File: config.mk
export PLATFORM = sky130hd
export DESIGN_NAME = lvds_ddr_rx_align
export DESIGN_NICKNAME = d
export VERILOG_FILES = /design/src/rtl/lvds_ddr_rx_align.sv
export SDC_FILE = /design/constraint.sdc
export NUM_CORES = 1
export LEC_CHECK = 0
export BUFFER_PORTS_ARGS = -buffer_cell sky130_fd_sc_hd__clkbuf_2
export CAP_MARGIN = 15
export CORE_MARGIN = 2
export CORE_UTILIZATION = 50
export CTS_CLUSTER_SIZE = 12
export DETAILED_ROUTE_END_ITERATION = 8
export PLACE_DENSITY_LB_ADDON = 0.12
export SKIP_CTS_REPAIR_TIMING = 1
export SLEW_MARGIN = 10
export SYNTH_ARGS = -nofsm -noshare
export SYNTH_HDL_FRONTEND = slang
export SYNTH_SLANG_ARGS = --single-unit
File: constraint.sdc
create_clock -name clk_div_in -period 2.6 [get_ports clk_div_in]
set_clock_uncertainty 0.15 [all_clocks]
set_input_delay 0.52 -clock clk_div_in [delete_from_list [all_inputs] [get_ports clk_div_in]]
set_output_delay 0.52 -clock clk_div_in [all_outputs]
set_load 0.05 [all_outputs]
File: src/rtl/lvds_ddr_rx_align.sv
// Receive-side bitslip word aligner with training-pattern lock FSM for a 1:DEV_W DDR LVDS lane.
// Define LVDS_RX_ALIGN_ERRCNT_EN to build the locked-state mismatch counter driving err_count.
module lvds_ddr_rx_align #(
    parameter int               DEV_W     = 4,
    parameter logic [DEV_W-1:0] TRAIN_PAT = 4'b0011,
    parameter int               MATCH_CNT = 16,
    parameter int               MISS_CNT  = 4,
    parameter int               SLIP_WAIT = 2
) (
    input  logic                     clk_div_in,
    input  logic                     io_reset_n,
    input  logic [DEV_W-1:0]         data_in_from_serdes,
    input  logic                     data_in_valid,
    input  logic                     train_en,
    output logic [DEV_W-1:0]         data_out,
    output logic                     data_out_valid,
    output logic                     locked,
    output logic [$clog2(DEV_W)-1:0] slip_cnt,
    output logic                     align_err,
    output logic [15:0]              err_count
);

    localparam int SW = $clog2(DEV_W);
    localparam int MW = $clog2(MATCH_CNT + 1);
    localparam int XW = $clog2(MISS_CNT + 1);
    localparam int WW = $clog2(SLIP_WAIT + 1);

    localparam logic [2:0] S_IDLE      = 3'd0;
    localparam logic [2:0] S_SEARCH    = 3'd1;
    localparam logic [2:0] S_SLIP_WAIT = 3'd2;
    localparam logic [2:0] S_VERIFY    = 3'd3;
    localparam logic [2:0] S_LOCKED    = 3'd4;

    localparam logic [SW-1:0] SLIP_MAX   = SW'(DEV_W - 1);
    localparam logic [MW-1:0] MATCH_LAST = MW'(MATCH_CNT - 1);
    localparam logic [XW-1:0] MISS_LAST  = XW'(MISS_CNT - 1);
    localparam logic [WW-1:0] WAIT_LAST  = WW'(SLIP_WAIT - 1);

    logic [DEV_W-1:0]   prev_q;
    logic [DEV_W-1:0]   dataOut_q;
    logic               dataOutValid_q;
    logic               upd_q;
    logic               trainDly_q;
    logic [2*DEV_W-1:0] pair;

    logic [2:0]    state_q,    state_d;
    logic [SW-1:0] slipCnt_q,  slipCnt_d;
    logic [MW-1:0] matchCnt_q, matchCnt_d;
    logic [XW-1:0] missCnt_q,  missCnt_d;
    logic [WW-1:0] waitCnt_q,  waitCnt_d;
    logic          hitSeen_q,  hitSeen_d;
    logic          locked_q,   locked_d;
    logic          alignErr_q, alignErr_d;

    logic cmpEv;
    logic isMatch;
    logic lockCmp;

    assign pair = {data_in_from_serdes, prev_q};

    always_ff @(posedge clk_div_in or negedge io_reset_n) begin
        if (!io_reset_n) begin
            prev_q         <= '0;
            dataOut_q      <= '0;
            dataOutValid_q <= 1'b0;
            upd_q          <= 1'b0;
            trainDly_q     <= 1'b0;
        end else begin
            upd_q          <= data_in_valid;
            dataOutValid_q <= data_in_valid & locked_q;
            trainDly_q     <= train_en;
            if (data_in_valid) begin
                prev_q    <= data_in_from_serdes;
                dataOut_q <= pair[slipCnt_q +: DEV_W];
            end
        end
    end

    // The candidate is the registered aligned word; it is only judged on the cycle after it was written.
    // In LOCKED the beat on which train_en falls is still judged so a final miss can drop lock.
    assign cmpEv   = upd_q;
    assign isMatch = (dataOut_q == TRAIN_PAT);
    assign lockCmp = cmpEv & (train_en | trainDly_q);

    always_comb begin
        state_d    = state_q;
        slipCnt_d  = slipCnt_q;
        matchCnt_d = matchCnt_q;
        missCnt_d  = missCnt_q;
        waitCnt_d  = waitCnt_q;
        hitSeen_d  = hitSeen_q;
        locked_d   = locked_q;
        alignErr_d = 1'b0;
        case (state_q)
            S_IDLE: begin
                if (train_en) begin
                    state_d    = S_SEARCH;
                    matchCnt_d = '0;
                    missCnt_d  = '0;
                    locked_d   = 1'b0;
                    hitSeen_d  = 1'b0;
                end
            end
            S_SEARCH: begin
                if (!train_en) begin
                    state_d = S_IDLE;
                end else if (cmpEv) begin
                    if (isMatch) begin
                        state_d    = S_VERIFY;
                        matchCnt_d = MW'(1);
                        hitSeen_d  = 1'b1;
                    end else begin
                        state_d   = S_SLIP_WAIT;
                        waitCnt_d = '0;
                        slipCnt_d = (slipCnt_q == SLIP_MAX) ? '0 : slipCnt_q + 1'b1;
                        // A full sweep of offsets without any hit is reported, then the sweep restarts.
                        if (slipCnt_q == SLIP_MAX) begin
                            alignErr_d = ~hitSeen_q;
                            hitSeen_d  = 1'b0;
                        end
                    end
                end
            end
            S_SLIP_WAIT: begin
                if (!train_en) begin
                    state_d   = S_IDLE;
                    waitCnt_d = '0;
                end else if (cmpEv) begin
                    if (waitCnt_q == WAIT_LAST) begin
                        state_d   = S_SEARCH;
                        waitCnt_d = '0;
                    end else begin
                        waitCnt_d = waitCnt_q + 1'b1;
                    end
                end
            end
            S_VERIFY: begin
                if (!train_en) begin
                    state_d    = S_IDLE;
                    matchCnt_d = '0;
                end else if (cmpEv) begin
                    if (!isMatch) begin
                        state_d    = S_SEARCH;
                        matchCnt_d = '0;
                    end else if (matchCnt_q == MATCH_LAST) begin
                        state_d  = S_LOCKED;
                        locked_d = 1'b1;
                    end else begin
                        matchCnt_d = matchCnt_q + 1'b1;
                    end
                end
            end
            S_LOCKED: begin
                if (lockCmp) begin
                    if (isMatch) begin
                        missCnt_d = '0;
                    end else if (missCnt_q == MISS_LAST) begin
                        state_d    = S_SEARCH;
                        locked_d   = 1'b0;
                        missCnt_d  = '0;
                        matchCnt_d = '0;
                        hitSeen_d  = 1'b0;
                    end else begin
                        missCnt_d = missCnt_q + 1'b1;
                    end
                end
            end
            default: begin
                state_d = S_IDLE;
            end
        endcase
    end

    always_ff @(posedge clk_div_in or negedge io_reset_n) begin
        if (!io_reset_n) begin
            state_q    <= S_IDLE;
            slipCnt_q  <= '0;
            matchCnt_q <= '0;
            missCnt_q  <= '0;
            waitCnt_q  <= '0;
            hitSeen_q  <= 1'b0;
            locked_q   <= 1'b0;
            alignErr_q <= 1'b0;
        end else begin
            state_q    <= state_d;
            slipCnt_q  <= slipCnt_d;
            matchCnt_q <= matchCnt_d;
            missCnt_q  <= missCnt_d;
            waitCnt_q  <= waitCnt_d;
            hitSeen_q  <= hitSeen_d;
            locked_q   <= locked_d;
            alignErr_q <= alignErr_d;
        end
    end

`ifdef LVDS_RX_ALIGN_ERRCNT_EN
    logic [15:0] errCnt_q, errCnt_d;

    // Entering SEARCH wins over the increment, so the miss that drops lock leaves the counter cleared.
    always_comb begin
        errCnt_d = errCnt_q;
        if (state_d == S_SEARCH && state_q != S_SEARCH) begin
            errCnt_d = '0;
        end else if (state_q == S_LOCKED && lockCmp && !isMatch && errCnt_q != 16'hFFFF) begin
            errCnt_d = errCnt_q + 16'd1;
        end
    end

    always_ff @(posedge clk_div_in or negedge io_reset_n) begin
        if (!io_reset_n) begin
            errCnt_q <= '0;
        end else begin
            errCnt_q <= errCnt_d;
        end
    end

    assign err_count = errCnt_q;
`else
    assign err_count = '0;
`endif

    assign data_out       = dataOut_q;
    assign data_out_valid = dataOutValid_q;
    assign locked         = locked_q;
    assign slip_cnt       = slipCnt_q;
    assign align_err      = alignErr_q;

endmodule

==> out/metrics.csv <==
metric,value,unit
register area share after synthesis,43.2,%
"Max FO, Critical Path",12,
Power Dens Cells,947,nW/um^2
GRT Residual Overflow,0,
# IOs,33,
final setup TNS,0,ns
final worst slack,0.588,ns
via count,1238,
main combinational cell family by area after synthesis,simple AND/OR/NAND/NOR gates,
area grow syn2layout,6.26,%
GRT Total Usage,18.2,%
Fmax achieved,497,MHz
switching pwr,0.000765,W
GR Util met1,24.2,%
total CTS buffers,5,
Die Wd,62.0,um
filler instances,303,
worst skew pair latency,0.34,ns
Initial Util,51.1,%
Comb power frac,44.4,%
die area,3840,sq um
dpl ws,0.481,ns
diode count,0,
final hold violations,0,
overall power,0.00169,W
most used routing layer,met2,
GR Util met3,6.83,%
initial antenna violation count,0,
Simple-Gate Fraction of Synth Area,14.2,%
launching point of the worst reg2reg path,state_q[0],
CTS tree,built,
layout cells sized above 1,24.6,%
vias in the first global route,1061,
post-DP HPWL,2270,um
cell count after synthesis,162,
final WL,3070,um
initial DRC count,74,
highest-count cells in the layout ignoring fill and taps,"dfrtp_1, conb_1, clkbuf_2, inv_1, mux2_2",
FP Rows,21,
final design utilization,54.3,%
Crit-path slowest cell,dfrtp_1,
Die Ht,62.0,um
Post-Synth XOR/XNOR Area,0,%
RSZ-0062 raised after global routing,false,
Final Cycle Share,77.4,%
internal power,0.000925,W
Routed WL per cell,13.6,um
"Design Area, Final",1780,sq um
#FFs+latches synth,29,
Routed Antenna Nets,0,
status,"complete, no violations",
Compound-Gate Fraction of Synth Area,14.1,%
CP Buf/Inv Count,0,
placed instance area,1730,sq um
# port buffers,16,
Critical Path Source Type,register,
Syn. warnings,0,
WP data arrival,2.10,ns
area occupied by multi-input gates,813,sq um
number of max-cap violations,0,
VDD IR max,0.000584,V
first drt pass iteration count,4,
slew at the pin with the worst max-slew slack,0.710,ns
TritonCTS Sinks,29,
post-synthesis mux area share,13.6,%
Placer Congestion,0.852,
minimum clock period,2.01,ns
element type at the critical path end,register,
Rel. slew slack,52.7,%
first-pass GRT wire length,4880,um
Worst-path clk slew,0.10,ns
final setup vio count,0,
H-tree lvl count,2,
drt drc,0,
Sw Ratio,45.3,%
Vias/cell,5.50,
"commonest non-fill, non-tap cell in the layout",dfrtp_1,
FF-to-FF path depth,5,
Root Buffer,clkbuf_4,
synth unique cells,39,
CP cell instances,nand2_1 -> a211o_1 -> mux2_4 -> a22o_1 -> a32o_1,
M2 GR Usage,26.8,%
NumNets Final,190,
critical path's top delay family,compound AO/OA/AOI/OAI gates,
Clock Path Buffers,2,
r2r endpoint,matchCnt_q[4],
pin count of the biggest net entering global routing,30,
register-to-register setup slack,0.59,ns
Synth Area in Adders,2.98,%
Syn Area/Cell,10.4,sq um
Pleak,0.803,nW
sequential share of power,39.8,%
Clk pwr share,15.9,%
Core Region,3280,sq um
CP Class,reg2reg,
critical path's largest stage delay,0.56,ns
Register Area,726,sq um
max-slew violations,0,
Mapped Area,1680,sq um
critical path required time,2.68,ns
HP Class,in2async,
synthesized netlist by cell type:
master / instances / area [sq um]
dfrtp_1: 29 / 726
buf_4: 16 / 120
inv_1: 11 / 41.3
mux2_2: 10 / 113
nor2_1: 9 / 33.8
o21ai_0: 9 / 45.0
nand2_1: 7 / 26.3
a21oi_1: 5 / 25.0
nand3_1: 5 / 25.0
a22o_1: 4 / 35.0
and2_1: 4 / 25.0
buf_2: 4 / 20.0
ha_1: 4 / 50.1
mux4_2: 4 / 90.1
o22ai_1: 4 / 25.0
a31oi_1: 3 / 18.8
and3_1: 3 / 18.8
clkbuf_1: 3 / 11.3
a32oi_1: 2 / 17.5
nand2b_1: 2 / 12.5
nand4_1: 2 / 12.5
nand4b_1: 2 / 17.5
nor3_1: 2 / 10.0
o2bb2ai_1: 2 / 17.5
or3_1: 2 / 12.5
a211o_1: 1 / 8.76
a221oi_1: 1 / 8.76
a32o_1: 1 / 10.0
and4bb_4: 1 / 16.3
conb_1: 1 / 3.75
inv_2: 1 / 3.75
mux2_4: 1 / 15.0
mux2i_1: 1 / 10.0
nand3b_1: 1 / 7.51
nand4bb_1: 1 / 11.3
nor3_2: 1 / 10.0
o21ai_1: 1 / 5.00
o221a_2: 1 / 11.3
o31a_1: 1 / 8.76
power groups by stage:
stage          Sequential [W]  Clock, W  Combinational (W)
4_1_cts              0.000673  0.000280           0.000751
3_3_place_gp         0.000671         0           0.000735
5_1_grt              0.000688  0.000299           0.000811
2_1_floorplan        0.000796         0           0.000496
6_report             0.000672  0.000268           0.000749
3_5_place_dp         0.000681         0           0.000751
metal layers:
| layer | vias to the layer above | share of wire [%] |
|---|---|---|
| li1 | 590 | - |
| met1 | 602 | 46 |
| met2 | 40 | 48 |
| met3 | 6 | 4.3 |
| met4 | 0 | 1.8 |
| met5 | - | 0 |
registers in the layout, indices dropped and copies added, names as in the netlist:
name / count
matchCnt_q: 5
data_out: 4
prev_q: 4
missCnt_q: 3
state_q: 3
slip_cnt: 2
waitCnt_q: 2
align_err: 1
cmpEv: 1
data_out_valid: 1
hitSeen_q: 1
locked: 1
trainDly_q: 1
through the flow:
stage | hold slack (ns) | instances
2_1_floorplan | 0.0744 | 177
4_1_cts | 0.0823 | 225
3_3_place_gp | 0.302 | 217
3_5_place_dp | 0.318 | 217
6_report | 0.0621 | 225
5_1_grt | 0.113 | 225
worst register-to-register path, cell delays in order (launching register included):
cell and delay (ns):
dfrtp_1 0.56, nand2_1 0.14, a211o_1 0.31, mux2_4 0.29
a22o_1 0.24, a32o_1 0.21
how the worst max path moves through the flow:
| stage | from | cells after the start | slack [ns] | to |
|---|---|---|---|---|
| CTS | state_q[0] | 5 | 0.58 | matchCnt_q[4] |
| finish | state_q[0] | 5 | 0.59 | matchCnt_q[4] |
| detailed placement | train_en | 6 | 0.48 | matchCnt_q[4] |
| global route | state_q[0] | 5 | 0.49 | missCnt_q[2] |
| floorplan | data_out[2] | 5 | 0.38 | matchCnt_q[4] |
| global placement | train_en | 6 | 0.54 | matchCnt_q[4] |
cells by family (layout without fill, tap and decap cells):
| group | after synthesis | count (layout) |
|---|---|---|
| AO/OA/AOI/OAI | 35 | 35 |
| AND/OR/NAND/NOR | 42 | 42 |
| multiplexers | 16 | 16 |
| flip-flops | 29 | 29 |
| buffers and inverters | 35 | 37 |
| adder cells (fa/ha/maj) | 4 | 4 |
| other | 1 | 16 |
layout make-up:
| cell class | instances | area share, % |
|---|---|---|
| multi-input combinational | 113 | 45.6 |
| sequential | 29 | 40.7 |
| timing repair buffer | 17 | 4.91 |
| tap | 46 | 3.23 |
| inverter | 12 | 2.52 |
| clock buffer | 5 | 2.10 |
| clock inverter | 3 | 0.982 |
(Power assumes the default switching activity.)
